===== src/rtl/alu_exec_ctrl.sv =====
// ---------------------------------------------------------------------------
// alu_exec_ctrl
//
// Purpose: sequences one instruction at a time through an external ALU.
// An accepted instruction word is registered and decoded into ALU control
// fields. Its condition code is tested against the architectural flags.
// The controller waits the multiply latency when needed, captures the ALU
// result and flags, and offers the result on a valid/ready writeback port.
// Completed instructions are counted in a wrapping 16-bit counter.
//
// Ports:
//   clk, rst                 clock, synchronous active-high reset
//   instr_valid/instr_ready  instruction handshake (ready only in IDLE)
//   instr[31:0]              {cond, opcode, S, SR_Cont, Rd, Immediate}
//   alu_opcode/alu_sr_cont/alu_sr_bit/alu_s/alu_imm   ALU controls
//   alu_out, alu_flags       ALU result and {N,Z,C,V}
//   wb_valid/wb_ready        writeback handshake
//   wb_addr, wb_data         writeback destination and value
//   flags                    architectural {N,Z,C,V}
//   illegal                  one-cycle pulse for an executed illegal opcode
//   retired_cnt              completed-instruction count
//
// Parameter:
//   MUL_LAT  total ALU cycles a multiply needs (1..15)
// ---------------------------------------------------------------------------
module alu_exec_ctrl #(
  parameter int unsigned MUL_LAT = 3
) (
  input  logic        clk,
  input  logic        rst,
  input  logic        instr_valid,
  output logic        instr_ready,
  input  logic [31:0] instr,
  output logic [3:0]  alu_opcode,
  output logic [2:0]  alu_sr_cont,
  output logic [4:0]  alu_sr_bit,
  output logic        alu_s,
  output logic [15:0] alu_imm,
  input  logic [31:0] alu_out,
  input  logic [3:0]  alu_flags,
  output logic        wb_valid,
  input  logic        wb_ready,
  output logic [3:0]  wb_addr,
  output logic [31:0] wb_data,
  output logic [3:0]  flags,
  output logic        illegal,
  output logic [15:0] retired_cnt
);

  typedef enum logic [1:0] {IDLE, EXEC, MULW, WB} state_t;

  localparam logic [3:0] MUL_LOAD  = 4'(MUL_LAT - 1);
  localparam bit         MUL_MULTI = (MUL_LAT > 1);

  state_t      state_q, state_d;
  logic [31:0] instr_q, instr_d;
  logic [3:0]  mul_cnt_q, mul_cnt_d;
  logic [3:0]  flags_q, flags_d;
  logic        wb_valid_q, wb_valid_d;
  logic [3:0]  wb_addr_q, wb_addr_d;
  logic [31:0] wb_data_q, wb_data_d;
  logic [15:0] retired_cnt_q, retired_cnt_d;

  logic [3:0]  cond;
  logic [3:0]  opcode;
  logic        is_cmp;
  logic        is_mul;
  logic        is_illegal_op;
  logic        cond_true;
  logic        capture;
  logic        illegal_pulse;

  assign cond          = instr_q[31:28];
  assign opcode        = instr_q[27:24];
  assign is_cmp        = (opcode == 4'b1000);
  assign is_mul        = (opcode == 4'b0010);
  assign is_illegal_op = (opcode >= 4'b1001);

  // The ALU controls come only from the registered instruction. That
  // register changes only on accept, so the controls stay stable through
  // execution and keep their last value while idle. CMP is presented to
  // the ALU as a flag-setting subtract (opcode 0001 with S forced on).
  assign alu_opcode  = is_cmp ? 4'b0001 : opcode;
  assign alu_s       = is_cmp | instr_q[23];
  assign alu_sr_cont = instr_q[22:20];
  assign alu_sr_bit  = instr_q[4:0];
  assign alu_imm     = instr_q[15:0];

  // The ready and illegal outputs are gated with reset so that nothing
  // appears accepted or flagged while reset is held, even though the state
  // register only clears on the next edge.
  assign instr_ready = (state_q == IDLE) & ~rst;
  assign illegal     = illegal_pulse & ~rst;
  assign wb_valid    = wb_valid_q;
  assign wb_addr     = wb_addr_q;
  assign wb_data     = wb_data_q;
  assign flags       = flags_q;
  assign retired_cnt = retired_cnt_q;

  // Condition evaluation against the current architectural flags
  // {N,Z,C,V}. Codes 1000-1101 and 1111 are never taken.
  always_comb begin
    cond_true = 1'b0;
    case (cond)
      4'b0000: cond_true = flags_q[2];
      4'b0001: cond_true = ~flags_q[2];
      4'b0010: cond_true = flags_q[1];
      4'b0011: cond_true = ~flags_q[1];
      4'b0100: cond_true = flags_q[3];
      4'b0101: cond_true = ~flags_q[3];
      4'b0110: cond_true = flags_q[0];
      4'b0111: cond_true = ~flags_q[0];
      4'b1110: cond_true = 1'b1;
      default: cond_true = 1'b0;
    endcase
  end

  // Next-state logic. The per-state case decides when the ALU result is
  // captured. The capture block after it then applies the flag update and
  // either retires a CMP directly or moves the result into writeback. A
  // multiply with more than one cycle of latency waits in MULW on a
  // down-counter and captures on the cycle the counter reads 1.
  always_comb begin
    state_d       = state_q;
    instr_d       = instr_q;
    mul_cnt_d     = mul_cnt_q;
    flags_d       = flags_q;
    wb_valid_d    = wb_valid_q;
    wb_addr_d     = wb_addr_q;
    wb_data_d     = wb_data_q;
    retired_cnt_d = retired_cnt_q;
    illegal_pulse = 1'b0;
    capture       = 1'b0;

    case (state_q)
      IDLE: begin
        if (instr_valid) begin
          instr_d = instr;
          state_d = EXEC;
        end
      end
      EXEC: begin
        if (!cond_true) begin
          state_d = IDLE;
        end else if (is_illegal_op) begin
          illegal_pulse = 1'b1;
          state_d       = IDLE;
        end else if (is_mul && MUL_MULTI) begin
          mul_cnt_d = MUL_LOAD;
          state_d   = MULW;
        end else begin
          capture = 1'b1;
        end
      end
      MULW: begin
        if (mul_cnt_q == 4'd1) begin
          capture   = 1'b1;
          mul_cnt_d = 4'd0;
        end else begin
          mul_cnt_d = mul_cnt_q - 4'd1;
        end
      end
      WB: begin
        if (wb_ready) begin
          wb_valid_d    = 1'b0;
          retired_cnt_d = retired_cnt_q + 16'd1;
          state_d       = IDLE;
        end
      end
      default: state_d = IDLE;
    endcase

    if (capture) begin
      if (alu_s) begin
        flags_d = alu_flags;
      end
      if (is_cmp) begin
        retired_cnt_d = retired_cnt_q + 16'd1;
        state_d       = IDLE;
      end else begin
        wb_data_d  = alu_out;
        wb_addr_d  = instr_q[19:16];
        wb_valid_d = 1'b1;
        state_d    = WB;
      end
    end
  end

  // State register. Reset abandons any instruction in flight and clears
  // every piece of architectural and pipeline state.
  always_ff @(posedge clk) begin
    if (rst) begin
      state_q       <= IDLE;
      instr_q       <= '0;
      mul_cnt_q     <= '0;
      flags_q       <= '0;
      wb_valid_q    <= 1'b0;
      wb_addr_q     <= '0;
      wb_data_q     <= '0;
      retired_cnt_q <= '0;
    end else begin
      state_q       <= state_d;
      instr_q       <= instr_d;
      mul_cnt_q     <= mul_cnt_d;
      flags_q       <= flags_d;
      wb_valid_q    <= wb_valid_d;
      wb_addr_q     <= wb_addr_d;
      wb_data_q     <= wb_data_d;
      retired_cnt_q <= retired_cnt_d;
    end
  end

endmodule

===== config.mk =====
export PLATFORM = sky130hd
export DESIGN_NAME = alu_exec_ctrl
export DESIGN_NICKNAME = d
export VERILOG_FILES = /design/src/rtl/alu_exec_ctrl.sv
export SDC_FILE = /design/constraint.sdc
export NUM_CORES = 1
export LEC_CHECK = 0
export CORE_MARGIN = 8
export CORE_UTILIZATION = 41
export DETAILED_ROUTE_END_ITERATION = 16
export PLACE_DENSITY = 0.83
export REMOVE_ABC_BUFFERS = 1
export SLEW_MARGIN = 20
export SYNTH_ARGS = -nofsm -noshare
export SYNTH_HDL_FRONTEND = slang
export SYNTH_SLANG_ARGS = --single-unit

===== constraint.sdc =====
create_clock -name clk -period 2.43 [get_ports clk]
set_input_delay 0.3645 -clock clk [delete_from_list [all_inputs] [get_ports clk]]
set_output_delay 0.3645 -clock clk [all_outputs]
set_load 0.005 [all_outputs]

==> Yosys cells after proc, flatten, opt, wreduce, memory -nomap -nowiden <==
Index checks and enable logic that the tools add are counted.
W data, S select, Z words.
{ "classes": {"n_reduce_logical": 9, "muxes": 31, "eq_ne": 20, "addsub": 2, "bitwise_logic": 9, "order_cmp": 1} }
{ "op_table": {"columns": ["operator", "count"], "rows": [
  ["$mux W16", 4],
  ["$mux W4", 5],
  ["$add A16 B1 Y16 const B", 1],
  ["$eq A4 B3 Y1 const B", 4],
  ["$mux W2", 7],
  ["$eq A4 B2 Y1 const B", 3],
  ["$mux W1", 11],
  ["$pmux W1 S9", 1],
  ["$eq A4 B1 Y1 const B", 2],
  ["$eq A4 B4 Y1 const B", 2],
  ["$pmux W4 S2", 1],
  ["$reduce_and A4 Y1", 2],
  ["$ne A2 B2 Y1 const B", 3],
  ["$ne A3 B3 Y1 const B", 2],
  ["$not A1 Y1", 6],
  ["$pmux W2 S3", 1],
  ["$reduce_and A2 Y1", 3],
  ["$ne A5 B5 Y1 const B", 1],
  ["$eq A2 B2 Y1 const B", 2],
  ["$ge A4 B4 Y1 const B", 1],
  ["$logic_not A4 Y1", 1],
  ["$reduce_bool A4 Y1", 1],
  ["$sub A4 B1 Y4 const B", 1],
  ["$and A1 B1 Y1", 2],
  ["other kinds (5)", 5]
]} }
{ "word_totals": {"input_bits": 72, "word_cells": 80, "output_inout_bits": 88, "ff_bits": 95} }

==> Logic depth before layout (Yosys ltp) <==
Gate-level depths: netlist of run 1.
{ "logic_depth": {"word_depth": 7, "depth_mapped": 9, "mapped_depth_nobuf": 8} }

==> Worst setup path after synthesis of run 1 <==
Ideal clock, no wire load.
{ "synth_timing": {"path_type": "register to register", "start": "register state_q[1]", "end": "register retired_cnt_q[4] (netlist: retired_cnt[4])", "stages_incl_launch_ff": 10, "synth_period_minus_slack_ps": 2250, "setup_time_ps": 123, "required_ps": 2307, "path_buffers": 1, "slack_ps": 180, "t_arrival_ps": 2126, "path_cell_list": "dfxtp_1 -> inv_1 -> ha_1 -> or4bb_1 -> mux2_4 -> nand3_2 -> o211ai_2 -> buf_6 -> nor2_1 -> mux2_1"} }
{ "synth_between": {"elab_chain_len": 4, "elab_cells_between_ends": 7, "classes_between": "3 x eq/ne; 4 x mux"} }
{ "synth_rtl": {"columns": ["item", "line", "text"], "rows": [
  ["start: declaration", "55", "state_t state_q, state_d;"],
  ["start signal: assignment", "202", "state_q <= state_d;"],
  ["$eq A2 B2 Y1", "135", "case (state_q)"],
  ["$mux W16", "135", null],
  ["$mux W16", "177", "if (is_cmp) begin"],
  ["$mux W16 (*)", "173", "if (capture) begin"],
  ["end signal: assignment", "209", "retired_cnt_q <= retired_cnt_d;"],
  ["end: declaration", "62", "logic [15:0] retired_cnt_q, retired_cnt_d;"]
]} }
Every way passes the cells marked *; elsewhere a longest branch is shown, timed or not.
A chain may end at the register's enable or synchronous reset.

==> Worst setup path after layout of run 1 <==
{ "layout_timing": {"start": "register state_q[0]", "end": "register wb_data_q[20] (netlist: wb_data[20])"} }
{ "layout_between": {"elab_chain_len": 3, "elab_cells_between_ends": 4, "classes_between": "2 x eq/ne; 1 x mux; 1 x reduce/logical"} }
{ "layout_rtl": {"columns": ["item", "line", "text"], "rows": [
  ["$eq A2 B2 Y1 or $eq A2 B1 Y1 (tied branches)", "135", null],
  ["$pmux W1 S2 (*)", "135", null],
  ["$reduce_and A2 Y1 (no source line) (*)", null, null],
  ["end signal: assignment", "208", "wb_data_q <= wb_data_d;"],
  ["end: declaration", "61", "logic [31:0] wb_data_q, wb_data_d;"]
]} }
Marked as above.

==> results.tsv, run 1 <==
metric	value	unit
DRC	0	
VDD IR-drop max	397	uV
routability cong.	0.815	
Placeable Area	0.0109	mm2
initial antenna violation count	0	
CP max FO	9	
Startpoint Class	register	
EDFF count, synth	0	
hpwl dp	9120	um
Post-Layout Cell Count	808	
Layout Nets	742	
Synth Area per Inst	8.71	um2
antenna-violating nets left	0	
Post-Syn Instances	526	
H-tree depth	3	
final global-route overflow total	0	
Worst Setup End Kind	register	
site row count	38	
Die Area	0.0148	mm2
sequential area share after synthesis	41.5	%
DRT Pass-1 Iters	4	
placed insts	786	
max-cap viol count	0	
first-pass GRT wire length	20200	um
max incr delay on CP	0.48	ns
accumulated negative setup slack	0	ns
vias per inst	5.08	
drt total wl	12900	um
min-delay worst type	in2reg	
pwr dens	651	mW/mm2
die height	122	um
share of layout cells above drive strength 1	9.13	%
status	finished clean	
Clock Tree Root	clkbuf_8	
Critical-path top delay cell	or4bb_4	
clk sinks	95	
clk_skew	0.0113	ns
CP cell instances	ha_4, or4bb_4, mux2i_4, buf_4, buf_4, nor3_2, nor3_4, buf_4, buf_6, mux2i_1	
Worst Path Required	2.71	ns
Max Root-Sink Buffers	2	
Top Family by Delay on Critical Path	simple AND/OR/NAND/NOR gates	
Clock Latency Late Sink	0.36	ns
I/O Buffers	159	
hold slack	0.376	ns
Yosys warnings	0	
GRT Total Usage	16.5	%
drt first-iter violations	188	
total power draw	4.25	mW
Antenna Cells	0	
Vias	4104	
slew margin rel.	68.7	%
Die X	122	um
final hold violation count	0	
Pleak	2.35	nW
CTS tree	built	
Final period util	95.7	%
worst-margin pin slew	0.468	ns
CTS Buf Count	9	
final setup vio count	0	
Synth Cell Area	0.00458	mm2
area delta synth->final	42.2	%
vias in the first global route	4151	
Ports	160	
Hold Buf Count CTS	0	
WL per Instance	15.9	um
synthesized flop and latch total	95	
fmax	430	MHz
asr flop ratio synth	0	%
Pins Over Slew Limit	0	
minimum clock period	2.33	ns
RSZ-0062 raised after global routing	no	
Critical Path AT	2.61	ns
synth unique cells	52	
top_reg_cell synth	dfxtp_1	
initial core utilization	42.1	%
most frequent cell on the critical path	buf_4	
clock-pin slew on the worst setup and hold paths	0.09	ns
WP buf/inv	4	
critical path class	reg2reg	
largest net degree at the start of global routing	113	
[Yosys cell counts (4+ instances only)]
library cell	instances	area [um2]
nand3_1	8	40.0
buf_6	5	56.3
buf_4	25	188
mux2i_1	42	420
o21ai_1	12	60.1
a21oi_1	48	240
ha_1	7	87.6
dfxtp_1	95	1900
nand2_1	79	297
nand2b_1	76	475
inv_1	12	45.0
nor2_1	14	52.6
or3_1	14	87.6
nor2b_1	4	25.0
nor3b_1	7	52.6
clkbuf_1	24	90.1
[cells by family after synthesis]
group | Yosys count | share of synthesized area (%)
compound gates | 88 | 11.6
xor+xnor | 1 | 0.191
fa+ha+maj | 7 | 1.91
buf+inv | 66 | 8.27
flops | 95 | 41.5
mux | 45 | 9.99
simple gates | 224 | 26.5
[state kept, by name, summed over array words and instances (netlist names)]
register,flops
instr_q,32
wb_data,32
retired_cnt,16
flags,4
mul_cnt_q,4
wb_addr,4
state_q,2
wb_valid,1
[power by group]
group          total [mW]  switching (mW)  internal [mW]  leakage, nW
Sequential           1.81           0.110           1.70        0.771
Combinational        1.34           0.660          0.685         1.47
Clock                1.09           0.577          0.516        0.106
Total                4.25            1.35           2.90         2.35
[final timing paths]
check | start | endpoint | slack (ns) | cells past startpoint
hold reg to reg | instr_q[6] | instr_q[6] | 0.46 | 2
setup reg to reg | state_q[0] | wb_data[20] | 0.10 | 10
hold / removal | rst | flags[0] | 0.38 | 2
setup / recovery | state_q[0] | wb_data[20] | 0.10 | 10
[layer usage]
layer  vias to the layer above  track usage (%)  share of wire [%]
met5                         -                0                  0
li1                       2028                -                  -
met4                         0             5.86                1.6
met1                      1917             19.0                 41
met2                       143             28.3                 49
met3                        16             5.04                7.7
[metrics by stage]
stage / instance area, um2 / util [%] / worst slack [ns]
4_1_cts: 6370 / 58.5 / 0.0210
3_5_place_dp: 6160 / 56.6 / -0.0364
5_1_grt: 6520 / 59.9 / 0.0197
2_1_floorplan: 4250 / - / -1.47
3_3_place_gp: 6160 / 56.6 / 0.0291
6_report: 6520 / 59.9 / 0.104
[cell usage in the layout (no fill, tap or decap), types with 3 or more instances in the layout]
cell type,count
a21oi_1,47
a22oi_1,3
and2_1,3
buf_4,16
clkbuf_8,10
clkdlybuf4s50_1,157
dfxtp_1,94
ha_1,6
inv_1,11
mux2i_1,38
nand2_1,79
nand2b_1,76
nand3_1,8
nand3b_1,3
nor2_1,13
nor2b_1,4
nor3b_1,5
o21ai_1,12
or3_1,14
[layout make-up]
cell class | instances | area, um2
clock inverters | 5 | 63.8
well taps | 140 | 175
repair buffers | 180 | 1810
inverters | 12 | 45.0
flip-flops and latches | 95 | 1900
fillers | 957 | 4370
multi-input cells | 365 | 2380
clock buffers | 11 | 141
[timing repair]
item,CTS,global route
buffers inserted,1,2
gates resized for setup,6,17
setup endpoints to repair,1,13
pin swaps,2,2
gates cloned,0,3
(Power assumes the default switching activity.)
==> inputs of run 2 (changes only) <==
--- a/config.mk
+++ b/config.mk
@@ -6,5 +6,5 @@
 export NUM_CORES = 1
 export LEC_CHECK = 0
-export CORE_MARGIN = 8
+export CORE_MARGIN = 2
 export CORE_UTILIZATION = 41
 export DETAILED_ROUTE_END_ITERATION = 16
==> constraint.sdc (replaced) <==
create_clock -name clk -period 2.43 [get_ports clk]
set_input_delay 0.3645 -clock clk [delete_from_list [all_inputs] [get_ports clk]]
set_output_delay 0.3645 -clock clk [all_outputs]
set_load 0.1 [all_outputs]
==> run 2 against run 1 <==
Against the previous run: the run now ends with setup timing left; clock power decreased by 7%; clock-buffer cell count decreased by 2; via count decreased by 1.3%; critical path depth decreased by 2; core utilization decreased by 2.5 points; clock skew increased by 0.0035 ns; final area decreased by 4.2%; cell count decreased by 0.37%; power increased by 17%; register-to-register slack about the same; critical path type is now reg2out; largest cell class unchanged; largest power group is now combinational logic.
==> results.tsv, run 2 (synthesized netlist as in run 1, its figures left out) <==
metric	value	unit	change
R2R setup slack	0.09	ns	about the same
clk_skew	0.0148	ns	+0.00347 ns
fmax	393	MHz	-8.7%
RSZ-0062 raised after global routing	yes		
final hold violation count	0		unchanged
clk sinks	95		unchanged
antenna-violating nets left	0		unchanged
switch share	44.3	%	+13 points
Die Area	0.0120	mm2	-19%
routability cong.	0.858		+5.3%
H-tree depth	3		unchanged
NetSw	2.20	mW	+64%
initial core utilization	42.1	%	unchanged
Fillers	989		+3.3%
vias in the first global route	4002		-3.6%
pwr dens	796	mW/mm2	+22%
Hold Buf Count CTS	0		unchanged
Critical-path top delay cell	or4bb_4		
Clock Tree Root	clkbuf_8		
Seq pwr share	36.5	%	-6.1 points
DRC	0		unchanged
final worst slack	-0.118	ns	-0.222 ns
most frequent cells in the layout	102 x buf_4, 91 x dfxtp_1, 79 x nand2_1		
post-place instance area	0.00596	mm2	-3.2%
share of layout cells above drive strength 1	22.0	%	+13 points
share of power burned in the clock network	20.2	%	-5.6 points
accumulated negative setup slack	-0.118	ns	-0.118 ns
WL per Instance	14.1	um	-11%
combinational share of power	43.2	%	+12 points
drt total wl	11400	um	-12%
DRT Pass-1 Iters	4		unchanged
final setup vio count	1		+1
dpl ws	0.0237	ns	+0.0601 ns
Startpoint Class	register		
critical path class	reg2out		
clock-pin slew on the worst setup and hold paths	0.10	ns	about the same
max incr delay on CP	0.49	ns	about the same
P_int	2.77	mW	-4.5%
Clock Latency Late Sink	0.37	ns	about the same
minimum clock period	2.55	ns	+0.222 ns
Final period util	105	%	+9.1 points
Critical Path AT	2.18	ns	-0.43 ns
Die X	110	um	-9.9%
first-pass GRT wire length	18200	um	-10%
worst-margin pin slew	0.471	ns	+0.00266 ns
drt first-iter violations	160		-15%
post-route design area	0.00624	mm2	-4.2%
violated checks	setup timing		
Ports	160		unchanged
CTS Buf Count	9		unchanged
I/O Buffers	159		unchanged
Pleak	2.48	nW	+5.6%
CP cell instances	inv_2, ha_4, or4bb_4, mux2i_4, nor2_2, nor3b_2, buf_4, buf_12		
VDD IR-drop max	454	uV	+14%
hpwl dp	8180	um	-10%
site row count	38		unchanged
area occupied by multi-input gates	0.00236	mm2	-0.84%
final global-route overflow total	0		unchanged
hold depth	2		unchanged
GRT Total Usage	19.0	%	+2.5 points
Layout Nets	739		-0.40%
min-delay worst type	in2reg		
die height	110	um	-9.9%
flip-flop and latch area	0.00191	mm2	+0.20%
slew margin rel.	68.2	%	-0.48 points
Vias	4051		-1.3%
Antenna Cells	0		unchanged
CTS tree	built		
status	finished with violations		
Worst Setup End Kind	output pin		
Placeable Area	0.0109	mm2	unchanged
max-cap viol count	0		unchanged
vias per inst	5.03		-0.92%
most common cell after layout, fill and taps aside	buf_4		
CP max FO	3		-6
Max Root-Sink Buffers	2		unchanged
Worst Path Required	2.07	ns	-0.64 ns
largest net degree at the start of global routing	60		-47%
area delta synth->final	36.3	%	
Pins Over Slew Limit	0		unchanged
cells on worst reg2reg path	10		unchanged
initial antenna violation count	0		unchanged
[run 2: final cells by class]
type                            instances  area share [%]
Timing Repair Buffer                  177            25.1
Tap cell                              140            2.81
Clock buffer                            9            1.98
Sequential cell                        95            30.5
Clock inverter                          7            1.06
Multi-Input combinational cell        365            37.8
Inverter                               12           0.721
[run 2: worst paths after layout]
kind	to	from
max	illegal	state_q[1]
min	retired_cnt[3]	rst
min reg2reg	instr_q[10]	instr_q[10]
max reg2reg	wb_data[27]	state_q[1]
[run 2: power by group through the flow]
stage / Clock, mW / Combinational [mW] / Sequential (mW)
global placement: 0 / 2.03 / 1.83
floorplan: 0 / 0.767 / 2.52
detailed placement: 0 / 2.07 / 1.85
CTS: 1.04 / 2.13 / 1.82
finish: 1.01 / 2.15 / 1.82
global route: 1.12 / 2.27 / 1.84
[run 2: through the flow]
stage | instances | hold WS [ns] | util, % | power (mW)
after floorplan | 472 | 0.431 | - | 3.28
after global placement | 784 | 0.444 | 54.7 | 3.86
after detailed placement | 784 | 0.448 | 54.7 | 3.91
after CTS | 804 | 0.416 | 57.3 | 4.99
after global routing | 805 | 0.449 | 57.4 | 5.23
final | 805 | 0.432 | 57.4 | 4.97
[run 2: what timing repair did]
action / in CTS / in global routing
gates resized for setup: 17 / 0
setup buffers: 4 / 1
endpoints found under the setup margin: 27 / 1
pin swaps: 3 / 1
hold endpoints to repair: 0 / 0
[run 2: critical path, delay by kind of cell, from the launching register on]
| family | cells | cell delay, ns |
|---|---|---|
| adders and majority gates | 1 | 0.13 |
| buffers and inverters | 3 | 0.38 |
| and+or+nand+nor | 3 | 0.75 |
| muxes | 1 | 0.21 |
| DFF | 1 | 0.34 |
[run 2: layer usage]
layer,global-route usage (%),up-vias,share of wire (%)
met2,33.1,136,49
met1,22.5,1873,42
met4,7.69,0,2.1
li1,-,2024,-
met3,4.51,18,7.0
met5,0,-,0
==> inputs of run 3 (changes only) <==
PLACE_DENSITY = 0.73   (was 0.83)
==> run 3 against run 2 <==
Against the previous run: the flow still finishes with violations (setup timing); clock skew shrank 0.0089 ns; worst setup slack improved by 0.068 ns; via count is 0.27% lower; fmax rose by 2.7%; critical path depth up 4; register-to-register slack got worse by 0.14 ns; highest routed layer unchanged.
==> results.tsv, run 3 (synthesized netlist as in run 1, its figures left out) <==
metric	value	unit	change
status	finished with violations		
violated checks	setup timing		
vias in the first global route	3913		-2.2%
drt total wl	11700	um	+3.3%
DRT Pass-1 Iters	4		unchanged
Pleak	2.54	nW	+2.2%
CP cell instances	or4b_4, o21ai_2, o211a_1, nor2_2, buf_4, buf_4, buf_4, buf_4, buf_4, buf_4, o221ai_4, a221oi_1		
I/O Buffers	159		unchanged
area delta synth->final	40.0	%	
most frequent cell on the critical path	buf_4		
WL per Instance	14.4	um	+2.0%
die height	110	um	unchanged
initial core utilization	42.1	%	unchanged
final hold violation count	0		unchanged
met1 Usage GRT	23.7	%	+1.2 points
largest net degree at the start of global routing	84		+40%
Clock Latency Late Sink	0.36	ns	about the same
CTS Buf Count	9		unchanged
P_int	2.94	mW	+6.1%
placed insts	783		-0.13%
GR met3 Demand/Resource	3.97	%	-0.53 points
H-tree depth	3		unchanged
WP buf/inv	6		+3
CP max FO	6		+3
switch share	42.9	%	-1.4 points
Critical-path top delay cell	or4b_4		
post-route design area	0.00641	mm2	+2.7%
antenna-violating nets left	0		unchanged
max incr delay on CP	0.53	ns	+0.04 ns
critical path class	reg2reg		
GRT Max-Usage Layer	met2		
VDD IR-drop max	608	uV	+34%
minimum clock period	2.48	ns	-0.0680 ns
Hold Buf Count CTS	0		unchanged
Die X	110	um	unchanged
Seq pwr share	35.3	%	-1.2 points
hpwl dp	7880	um	-3.7%
final worst slack	-0.0496	ns	+0.0680 ns
max-cap viol count	0		unchanged
Worst Path Required	2.65	ns	+0.58 ns
clk_skew	0.00586	ns	-0.00892 ns
clk sinks	95		unchanged
Pins Over Slew Limit	0		unchanged
Ports	160		unchanged
Worst Setup End Kind	register		
NetSw	2.21	mW	+0.11%
Antenna Cells	0		unchanged
vias per inst	4.96		-1.5%
worst-margin pin slew	0.444	ns	-0.0270 ns
routability cong.	0.853		-0.52%
met2 GRT Util	32.1	%	-0.93 points
most frequent cells in the layout	111 x buf_4, 90 x dfxtp_1, 79 x nand2_1		
Top Family by Delay on Critical Path	buffers and inverters		
Final period util	102	%	-2.8 points
Placeable Area	0.0109	mm2	unchanged
Clock Tree Root	clkbuf_8		
slew margin rel.	70.0	%	+1.8 points
RSZ-0062 raised after global routing	yes		
GRT Total Usage	19.1	%	+0.057 points
final setup vio count	3		+2
DRC	0		unchanged
initial antenna violation count	0		unchanged
first-pass GRT wire length	18200	um	+0.15%
combinational share of power	43.7	%	+0.5 points
Max Root-Sink Buffers	2		unchanged
clock-pin slew on the worst setup and hold paths	0.09	ns	about the same
Layout Nets	749		+1.4%
site row count	38		unchanged
min-delay worst type	in2reg		
Vias	4040		-0.27%
Post-Layout Cell Count	815		+1.2%
Die Area	0.0120	mm2	unchanged
share of power burned in the clock network	21.0	%	+0.8 points
share of layout cells above drive strength 1	23.9	%	+1.9 points
pwr dens	802	mW/mm2	+0.69%
total power draw	5.14	mW	+3.4%
drt first-iter violations	168		+5.0%
Startpoint Class	register		
post-place instance area	0.00596	mm2	about the same
Critical Path AT	2.70	ns	+0.52 ns
most common cell after layout, fill and taps aside	buf_4		
final global-route overflow total	0		unchanged
CTS tree	built		
fmax	403	MHz	+2.7%
==> run 3: changes by cell type in the layout (fill, tap and decap cells not counted), moves of 2 or more <==
cell | before | now
o211ai_4 | 0 | 2
buf_4 | 102 | 111
dfxtp_4 | 0 | 2
o211ai_2 | 2 | 0
a21oi_1 | 48 | 46
a21oi_2 | 0 | 2
==> run 3: worst paths after layout <==
check,slack [ns],from,cells after the start,endpoint
worst max-delay path,-0.05,instr_q[31],12,state_q[0]
worst min-delay path,0.42,rst,2,flags[2]
worst max register to register,-0.05,instr_q[31],12,state_q[0]
worst min register to register,0.46,instr_q[13],2,instr_q[13]
==> run 3: routing by layer <==
layer | up-vias | wire length (um)
li1 | 2046 | -
met1 | 1867 | 5290
met2 | 114 | 5600
met3 | 13 | 686
met4 | 0 | 150
met5 | - | 0
==> run 3: power groups by stage <==
stage          sequential, mW  combinational [mW]  clock (mW)
4_1_cts                  1.81                2.16        1.11
3_3_place_gp             1.83                2.05           0
3_5_place_dp             1.84                2.07           0
6_report                 1.82                2.25        1.08
5_1_grt                  1.84                2.37        1.18
2_1_floorplan            2.52               0.767           0
==> run 3: cell type report <==
type,count,area (um2)
Fill cell,975,4470
Multi-Input combinational cell,365,2430
Sequential cell,95,1910
Timing Repair Buffer,187,1650
Tap cell,140,175
Clock buffer,11,141
Clock inverter,5,56.3
Inverter,12,45.0
==> run 3: per-stage QoR <==
| stage | TNS [ns] | setup slack (ns) | utilization [%] | hold WS, ns |
|---|---|---|---|---|
| 6_report | -0.119 | -0.0496 | 58.9 | 0.424 |
| 4_1_cts | -0.120 | -0.113 | 57.7 | 0.400 |
| 3_5_place_dp | 0 | 0.0881 | 54.8 | 0.449 |
| 2_1_floorplan | -72.35 | -2.19 | - | 0.431 |
| 3_3_place_gp | 0 | 0.114 | 54.8 | 0.444 |
| 5_1_grt | -0.407 | -0.124 | 58.9 | 0.420 |
==> run 3: timing repair <==
item                                   4_1_cts  5_1_grt
endpoints found under the hold margin        0        0
setup buffers                               11        5
pin swaps                                    4        3
cloned                                       0        0
setup endpoints to repair                    1       18
gates resized for setup                     12       19
==> run 3: worst reg2reg max path, delay by kind of cell, from the launching register on <==
kind                   cells  cell delay [ns]
AO/OA/AOI/OAI              4             0.61
buffers and inverters      6             0.75
AND/OR/NAND/NOR            2             0.60
flip-flops                 1             0.38
